`config.mk`:
```
export PLATFORM = sky130hd
export DESIGN_NAME = uart_rx
export DESIGN_NICKNAME = d
export VERILOG_FILES = /design/src/rtl/uart_rx.sv
export SDC_FILE = /design/constraint.sdc
export NUM_CORES = 1
export LEC_CHECK = 0
export ABC_AREA = 1
export BUFFER_PORTS_ARGS = -buffer_cell sky130_fd_sc_hd__clkbuf_2
export CELL_PAD_IN_SITES_DETAIL_PLACEMENT = 1
export CELL_PAD_IN_SITES_GLOBAL_PLACEMENT = 2
export CORE_ASPECT_RATIO = 1.2
export CORE_MARGIN = 2
export CORE_UTILIZATION = 33
export DETAILED_ROUTE_END_ITERATION = 16
export GPL_ROUTABILITY_DRIVEN = 0
export PLACE_DENSITY = 0.79
export SLEW_MARGIN = 10
export SYNTH_ARGS = -nofsm -noshare
export SYNTH_HDL_FRONTEND = slang
export SYNTH_SLANG_ARGS = --single-unit
```
`constraint.sdc`:
```
create_clock -name CLK -period 1.5 [get_ports CLK]
set_input_delay 0.075 -clock CLK [delete_from_list [all_inputs] [get_ports CLK]]
set_output_delay 0.075 -clock CLK [all_outputs]
set_load 0.02 [all_outputs]
```
`src/rtl/uart_rx.sv`:
```
// UART receiver: 16x-oversampled, 3-sample majority per bit, one-entry valid/ready holding register.
// Optional parity bit and PARITY_ERR port are compiled in with `define UART_RX_PARITY_EN.
module uart_rx #(
   parameter int DATA_BITS   = 8,
   parameter int SYNC_STAGES = 2,
   parameter int PARITY_ODD  = 0
) (
   input  logic                 CLK,
   input  logic                 RST,
   input  logic                 TICK_16X,
   input  logic                 RXD,
   output logic [DATA_BITS-1:0] DATA,
   output logic                 VALID,
   input  logic                 READY,
   output logic                 FRAME_ERR,
`ifdef UART_RX_PARITY_EN
   output logic                 PARITY_ERR,
`endif
   output logic                 OVERRUN,
   output logic                 BUSY
);

   typedef enum logic [2:0] {S_IDLE, S_START, S_DATA, S_PARITY, S_STOP} state_t;

   if (DATA_BITS < 5 || DATA_BITS > 8 || SYNC_STAGES < 2 || SYNC_STAGES > 3 ||
       PARITY_ODD < 0 || PARITY_ODD > 1) begin : g_bad_cfg
      $error("uart_rx: illegal parameter value");
   end

   logic [SYNC_STAGES-1:0] rxd_s, tick_s;
   logic                   tick_d, tick, rx, rx_prev, maj, done;
   state_t                 state;
   logic [3:0]             tcnt;
   logic [2:0]             bcnt;
   logic [1:0]             smp;
   logic [DATA_BITS-1:0]   shreg;
`ifdef UART_RX_PARITY_EN
   logic                   par_bit;
`endif

   // tick is registered so it lands SYNC_STAGES+1 cycles after the raw edge, aligned with rx
   always_ff @(posedge CLK) begin
      if (RST) begin
         rxd_s  <= '1;
         tick_s <= '0;
         tick_d <= 1'b0;
         tick   <= 1'b0;
      end else begin
         rxd_s  <= {rxd_s[SYNC_STAGES-2:0], RXD};
         tick_s <= {tick_s[SYNC_STAGES-2:0], TICK_16X};
         tick_d <= tick_s[SYNC_STAGES-1];
         tick   <= tick_s[SYNC_STAGES-1] & ~tick_d;
      end
   end

   assign rx   = rxd_s[SYNC_STAGES-1];
   assign maj  = (smp[1] & smp[0]) | (smp[1] & rx) | (smp[0] & rx);
   assign done = tick && (state == S_STOP) && (tcnt == 4'd9);

   always_ff @(posedge CLK) begin
      if (RST) begin
         state   <= S_IDLE;
         tcnt    <= '0;
         bcnt    <= '0;
         smp     <= '0;
         shreg   <= '0;
         rx_prev <= 1'b1;
         BUSY    <= 1'b0;
`ifdef UART_RX_PARITY_EN
         par_bit <= 1'b0;
`endif
      end else if (tick) begin
         rx_prev <= rx;
         if (tcnt == 4'd7 || tcnt == 4'd8) smp <= {smp[0], rx};
         case (state)
            S_IDLE: begin
               tcnt <= '0;
               bcnt <= '0;
               if (rx_prev && !rx) begin
                  state <= S_START;
                  BUSY  <= 1'b1;
               end
            end
            S_START: begin
               tcnt <= tcnt + 4'd1;
               if (tcnt == 4'd9 && maj) begin
                  state <= S_IDLE;
                  BUSY  <= 1'b0;
                  tcnt  <= '0;
               end else if (tcnt == 4'd15) begin
                  state <= S_DATA;
               end
            end
            S_DATA: begin
               tcnt <= tcnt + 4'd1;
               if (tcnt == 4'd9) shreg <= {maj, shreg[DATA_BITS-1:1]};
               if (tcnt == 4'd15) begin
                  if (bcnt == 3'(DATA_BITS - 1)) begin
                     bcnt  <= '0;
`ifdef UART_RX_PARITY_EN
                     state <= S_PARITY;
`else
                     state <= S_STOP;
`endif
                  end else begin
                     bcnt <= bcnt + 3'd1;
                  end
               end
            end
`ifdef UART_RX_PARITY_EN
            S_PARITY: begin
               tcnt <= tcnt + 4'd1;
               if (tcnt == 4'd9)  par_bit <= maj;
               if (tcnt == 4'd15) state   <= S_STOP;
            end
`endif
            S_STOP: begin
               // leave at mid-stop so the next start edge is never missed
               if (tcnt == 4'd9) begin
                  state <= S_IDLE;
                  BUSY  <= 1'b0;
                  tcnt  <= '0;
               end else begin
                  tcnt <= tcnt + 4'd1;
               end
            end
            default: begin
               state <= S_IDLE;
               BUSY  <= 1'b0;
               tcnt  <= '0;
            end
         endcase
      end
   end

   always_ff @(posedge CLK) begin
      if (RST) begin
         DATA      <= '0;
         VALID     <= 1'b0;
         FRAME_ERR <= 1'b0;
         OVERRUN   <= 1'b0;
`ifdef UART_RX_PARITY_EN
         PARITY_ERR <= 1'b0;
`endif
      end else begin
         OVERRUN <= 1'b0;
         if (done) begin
            if (!VALID || READY) begin
               DATA      <= shreg;
               FRAME_ERR <= !maj;
               VALID     <= 1'b1;
`ifdef UART_RX_PARITY_EN
               PARITY_ERR <= ((^shreg) ^ par_bit) != 1'(PARITY_ODD);
`endif
            end else begin
               OVERRUN <= 1'b1;
            end
         end else if (VALID && READY) begin
            VALID <= 1'b0;
         end
      end
   end

endmodule

```
# ---- After elaboration in Yosys (flattened, before gate mapping)
# Index checks and enable logic that the tools add are counted.
dict set report word_totals {
  ff_bits 39
  in_bits 5
  output_inout_bits 12
  elab_cells 83
}
dict set report classes {
  n_addsub 2
  eq_ne 15
  muxes 21
  bitwise_logic 9
  n_reduce_logical 21
}
# cell n
set op_table {}
lappend op_table {{2-to-1 mux 3 bit} 8}
lappend op_table {{== test 4 bit (second input constant)} 3}
lappend op_table {{one-hot mux 3 bit (4 select lines)} 1}
lappend op_table {{one-hot mux 4 bit (3 select lines)} 1}
lappend op_table {{2-to-1 mux 4 bit} 2}
lappend op_table {{!= test 2 bit (second input constant)} 4}
lappend op_table {{2-to-1 mux 1 bit} 7}
lappend op_table {{== test 3 bit (second input constant)} 2}
lappend op_table {{one-hot mux 3 bit (2 select lines)} 1}
lappend op_table {{AND reduction 2 bit} 3}
lappend op_table {{AND reduction 3 bit} 2}
lappend op_table {{AND reduction 6 bit} 1}
lappend op_table {{logical AND 1 bit} 5}
lappend op_table {{AND reduction 5 bit} 1}
lappend op_table {{adder 4 x 1 -> 4 bit (second input constant)} 1}
lappend op_table {{bitwise AND 1 bit} 4}
lappend op_table {{== test 4 x 3 -> 1 bit (second input constant)} 1}
lappend op_table {{!= test 2 x 1 -> 1 bit (second input constant)} 2}
lappend op_table {{one-hot mux 1 bit (4 select lines)} 1}
lappend op_table {{nonzero test 2 bit} 2}
lappend op_table {{adder 3 x 1 -> 3 bit (second input constant)} 1}
lappend op_table {{== test 3 x 1 -> 1 bit (second input constant)} 1}
lappend op_table {{== test 3 x 2 -> 1 bit (second input constant)} 1}
lappend op_table {{zero test 1 bit} 3}
lappend op_table {{6 further kinds} 10}

# ---- Logic depth before layout (Yosys ltp)
dict set report logic_depth {
  depth_word 6
  mapped_depth 12
  mapped_depth_nobuf 12
}

# ---- Worst setup path before layout
# Ideal clock, no wire load.
dict set report synth_timing {
  kind {reg2reg}
  from {register tcnt[0]}
  to {register tcnt[1]}
  setup_ns 0.109
  t_arrival_ns 1.240
  required_ns 1.391
  slack_ns 0.151
  stages_incl_launch_ff 10
  path_buffers 0
  period_less_slack_ns 1.349
  cell_sequence {dfxtp_1 ha_1 nand3_2 inv_1 nand2_1 nand2_1 nand3_1 a21o_2 nand2_1 inv_1}
}
dict set report synth_between {
  elab_chain_len 4
  word_cells_on_any_way 6
  cone_classes {1 x add/sub; 1 x eq/ne; 3 x mux; 1 x reduce/logical}
}
# element line_no
set synth_lines {}
lappend synth_lines {{start: declaration} 33} ;# logic [3:0] tcnt;
lappend synth_lines {{start signal: assignment} 85} ;# tcnt <= tcnt + 4'd1;
lappend synth_lines {{start signal: assignment} 95} ;# tcnt <= tcnt + 4'd1;
lappend synth_lines {{start signal: assignment} 124} ;# tcnt <= tcnt + 4'd1;
lappend synth_lines {{branches (longest 3 deep; another with adder 4 x 1 -> 4 bit)} n/a}
lappend synth_lines {{one-hot mux 4 bit (3 select lines) *} 75} ;# case (state)
# Mark *: on every way between the ends.
# A chain may end at the register's enable or synchronous reset.

# ---- Worst setup path in the final report
dict set report layout_timing {
  from {register tcnt[1]}
  to {register DATA[6]}
}
dict set report layout_between {
  elab_chain_len 3
}
# element line_no
set layout_lines {}
lappend layout_lines {{== test 4 bit} 58} ;# assign done = tick && (state == S_STOP) && (tcnt == 4'd9);
lappend layout_lines {{logical AND 1 bit} 58}
lappend layout_lines {{AND reduction 2 bit (no line)} n/a}
lappend layout_lines {{end signal: assignment} 149} ;# DATA <= shreg;
lappend layout_lines {{end: declaration} 12} ;# output logic [DATA_BITS-1:0] DATA,
# No other way between the ends.

==> results.md <==
- Status: finished, final reports clean
- Drt drc: 0
- Worst Tran Pin Value: roughly 300 ps
- Rel. slew slack: 79.86%
- Site Rows: 27
- Post-CTS setup buffers: 0
- GRT overflow: 0
- TritonCTS Sinks: 39
- Share of post-route cells with drive strength above 1: around 27%
- Reg2reg start: tcnt[1]
- Syn_area_per_cell: between 7 and 8 µm²
- Die width: 67.87 µm
- Ant diodes: 0
- Min-Delay Path Class: in2reg
- Max VDD drop: about 0.48 mV
- Top delay family on crit path: simple AND/OR/NAND/NOR gates
- Reg2reg path depth: 9
- Starting DRT DRC Count: 30
- First-pass GRT wire length: roughly 6.5 mm
- Port Buffers: 16
- Final WL: 3.850 mm
- Pwr Density: between 900 and 1000 nW/µm²
- Slew Viols, Final: 0
- Peak Freq: between 700 and 800 MHz
- CTS clk-pin slew, worst paths: ~80 ps
- Drt pass-1 iters: 4
- CP cell instances: inv_4 -> ha_4 -> nand3_4 -> nor2_4 -> nand2_4 -> a21oi_4 -> buf_4 -> o21ai_0 -> nor2_1
- Total GRT Usage: between 10% and 20%
- Via count: about 1400
- Final min period: 1414 ps
- Worst hold stages: 4
- YS warnings: 0
- Final #Nets: 263
- #FFs+latches synth: 39
- Final period util: between 90% and 100%
- Slowest cell on crit path: dfxtp_4
- Die area: 5473 µm²
- Final Skew: approximately 5.4 ps
- WP data arrival: between 1500 and 2000 ps
- Reg-to-reg setup timing slack: ~86 ps
- Setup TNS: 0 ps
- Netlist Area Pre-Place: approximately 1600 µm²
- CP peak stage delay: roughly 370 ps
- Max Cap Violations: 0
- Critical Path End Type: flip-flop
- Chip Height: roughly 81 µm
- Fillers: between 500 and 600
- Total CTS buffers: 5
- Maximum fanout along the worst path: 5
- Largest net degree at the start of global routing: 20
- Post-synthesis net count: roughly 230
- I/O pins: 17
- DP HPWL: between 2 and 3 mm
- Critical path type: reg2reg
- H-tree depth: 2
- Synthesis-to-layout area growth: 28.20%
- Final-report setup violation count: 0
- Worst-case clock buffer depth: 2
- Power, Total: between 1.5 and 2 mW
- Hold path endpoint: OVERRUN
- Hold Startpoint: READY
- Hold Violations, Final: 0
- Latest clock arrival within the worst-skew pair: just under 300 ps
- Buf/Inv on CP: 2
- Routed length per instance: approximately 12 µm
- Worst reg2reg path endpoint: DATA[6]
- Core ar.: roughly 4700 µm²
- Register area share after synthesis: 48.33%
- Root cell of the clock tree: clkbuf_8
- RSZ-0062 raised after global routing: yes
- Post-DRT Antenna Nets: 0
- Vias in the first global route: about 1400
- Synth cell types: 24
- Initial Utilization: 34.65%
- Cells after synthesis: roughly 220
- Initial antenna violation count: 0
- Required @ worst endpoint: roughly 1700 ps
- Vias per inst: between 4 and 5
- Startpoint types: flip-flop
- Leakage: 0.9616 nW
- CTS tree: built
repair_timing:
item | 4_1_cts | 5_1_grt
hold buffers | 2 | 0
endpoints found under the setup margin | 1 | 28
cloned | 0 | 1
gates resized for setup | 1 | 31
pin swaps | 0 | 6
endpoints found under the hold margin | 2 | 0
how the worst max path moves through the flow:
| stage | from | end | slack [ps] | depth (start not counted) |
|---|---|---|---|---|
| after floorplan | tcnt[0] | tcnt[1] | 150 | 9 |
| after global placement | tcnt[0] | bcnt[1] | 50 | 6 |
| after detailed placement | tcnt[0] | bcnt[2] | -3 | 6 |
| after CTS | tcnt[0] | bcnt[2] | 20 | 6 |
| after global routing | tcnt[1] | tcnt[2] | -20 | 10 |
| final | tcnt[1] | DATA[6] | 90 | 9 |
flip-flops by register name, indices dropped and copies added, names as in the netlist:
| name | cells |
|---|---|
| FRAME_ERR | 1 |
| OVERRUN | 1 |
| tcnt | 4 |
| DATA | 8 |
| tick_d | 1 |
| state | 3 |
| BUSY | 1 |
| smp | 2 |
| rx_prev | 1 |
| tick_s | 2 |
| VALID | 1 |
| rxd_s | 2 |
| tick | 1 |
| bcnt | 3 |
| shreg | 8 |
cell type report:
| class | instances | area (µm²) | area share (%) |
|---|---|---|---|
| Clock buffer | 7 | 86.33 | 4.169 |
| Inverter | 24 | 92.59 | 4.471 |
| Sequential cell | 39 | 793.3 | 38.31 |
| Multi-Input combinational cell | 150 | 800.8 | 38.67 |
| Clock inverter | 1 | 8.758 | 0.4230 |
| Tap cell | 58 | 72.57 | 3.505 |
| Timing Repair Buffer | 33 | 216.5 | 10.45 |
metrics by stage:
step           area [µm²]  util, %  worst slack (ps)  hold slack [ps]  cells
2_1_floorplan        1615        -             150.9            153.4    217
3_3_place_gp         1849    39.67             52.44            258.6    301
3_5_place_dp         1849    39.67            -2.970            262.6    301
4_1_cts              1966    42.16             24.47            80.97    311
5_1_grt              2071    44.42            -20.10            148.1    312
6_report             2071    44.42             85.84            120.2    312
layer usage:
layer	part of all wire, %	vias to the layer above	global-route usage, %
met1	47	649	19.76
met2	49	12	26.27
met3	2.0	5	3.361
met5	0	-	0
li1	-	764	-
met4	1.9	0	7.200
cell usage in the layout, fill, tap and decap left out:
cell,count
inv_2,4
dfxtp_4,2
clkbuf_2,16
buf_4,14
ha_4,2
buf_6,1
nor2_4,2
inv_1,19
nor3_1,5
xnor2_1,1
dfxtp_1,33
nand3_2,1
a21oi_4,1
nand2_4,1
nand3b_1,2
o21ai_2,2
nand2_1,29
dlygate4sd3_1,2
or2_2,2
nand2_2,4
clkinv_4,1
nor2_2,1
nor2_1,48
clkbuf_8,6
a21oi_1,10
o211ai_1,1
a21oi_2,1
dfxtp_2,4
ha_1,3
nand4_1,1
o21ai_0,19
clkbuf_1,1
nand3_4,1
a21o_2,1
nand3_1,12
inv_4,1
cells by family (layout without fill, tap and decap cells):
group / Yosys count / in the layout / synth area share, %
AOI/OAI and AO/OA: 35 / 35 / 11.70
and+or+nand+nor: 109 / 109 / 28.50
xor gates and xnor gates: 1 / 1 / 0.5423
adders and majority gates: 5 / 5 / 3.873
buffers and inverters: 28 / 65 / 7.049
DFF: 39 / 39 / 48.33
where the power goes:
| part | leakage, nW | switching [mW] | total, mW | internal (mW) |
|---|---|---|---|---|
| clock network | 0.0484 | 0.367 | 0.743 | 0.377 |
| logic | 0.594 | 0.0469 | 0.0792 | 0.0323 |
| registers | 0.319 | 0.00745 | 1.05 | 1.04 |
cell usage after synthesis, drive strengths merged:
| cell | number | share of area, % |
|---|---|---|
| inv | 24 | 5.6 |
| xnor2 | 1 | 0.54 |
| nand3 | 14 | 4.6 |
| nand3b | 2 | 0.93 |
| dfxtp | 39 | 48 |
| nor2 | 51 | 12 |
| or2 | 2 | 0.77 |
| nand4 | 1 | 0.39 |
| buf | 2 | 1.0 |
| o21ai | 21 | 6.7 |
| o211ai | 1 | 0.46 |
| a21oi | 12 | 4.0 |
| nand2 | 34 | 8.1 |
| ha | 5 | 3.9 |
| nor3 | 5 | 1.5 |
| clkbuf | 2 | 0.46 |
| a21o | 1 | 0.54 |
worst register-to-register path, stage by stage (launching register included):
cell	delay, ps
dfxtp_4	370
inv_4	60
ha_4	130
nand3_4	70
nor2_4	150
nand2_4	70
a21oi_4	150
buf_4	170
o21ai_0	80
nor2_1	90
No activity file was read; power rests on OpenSTA's default activity.
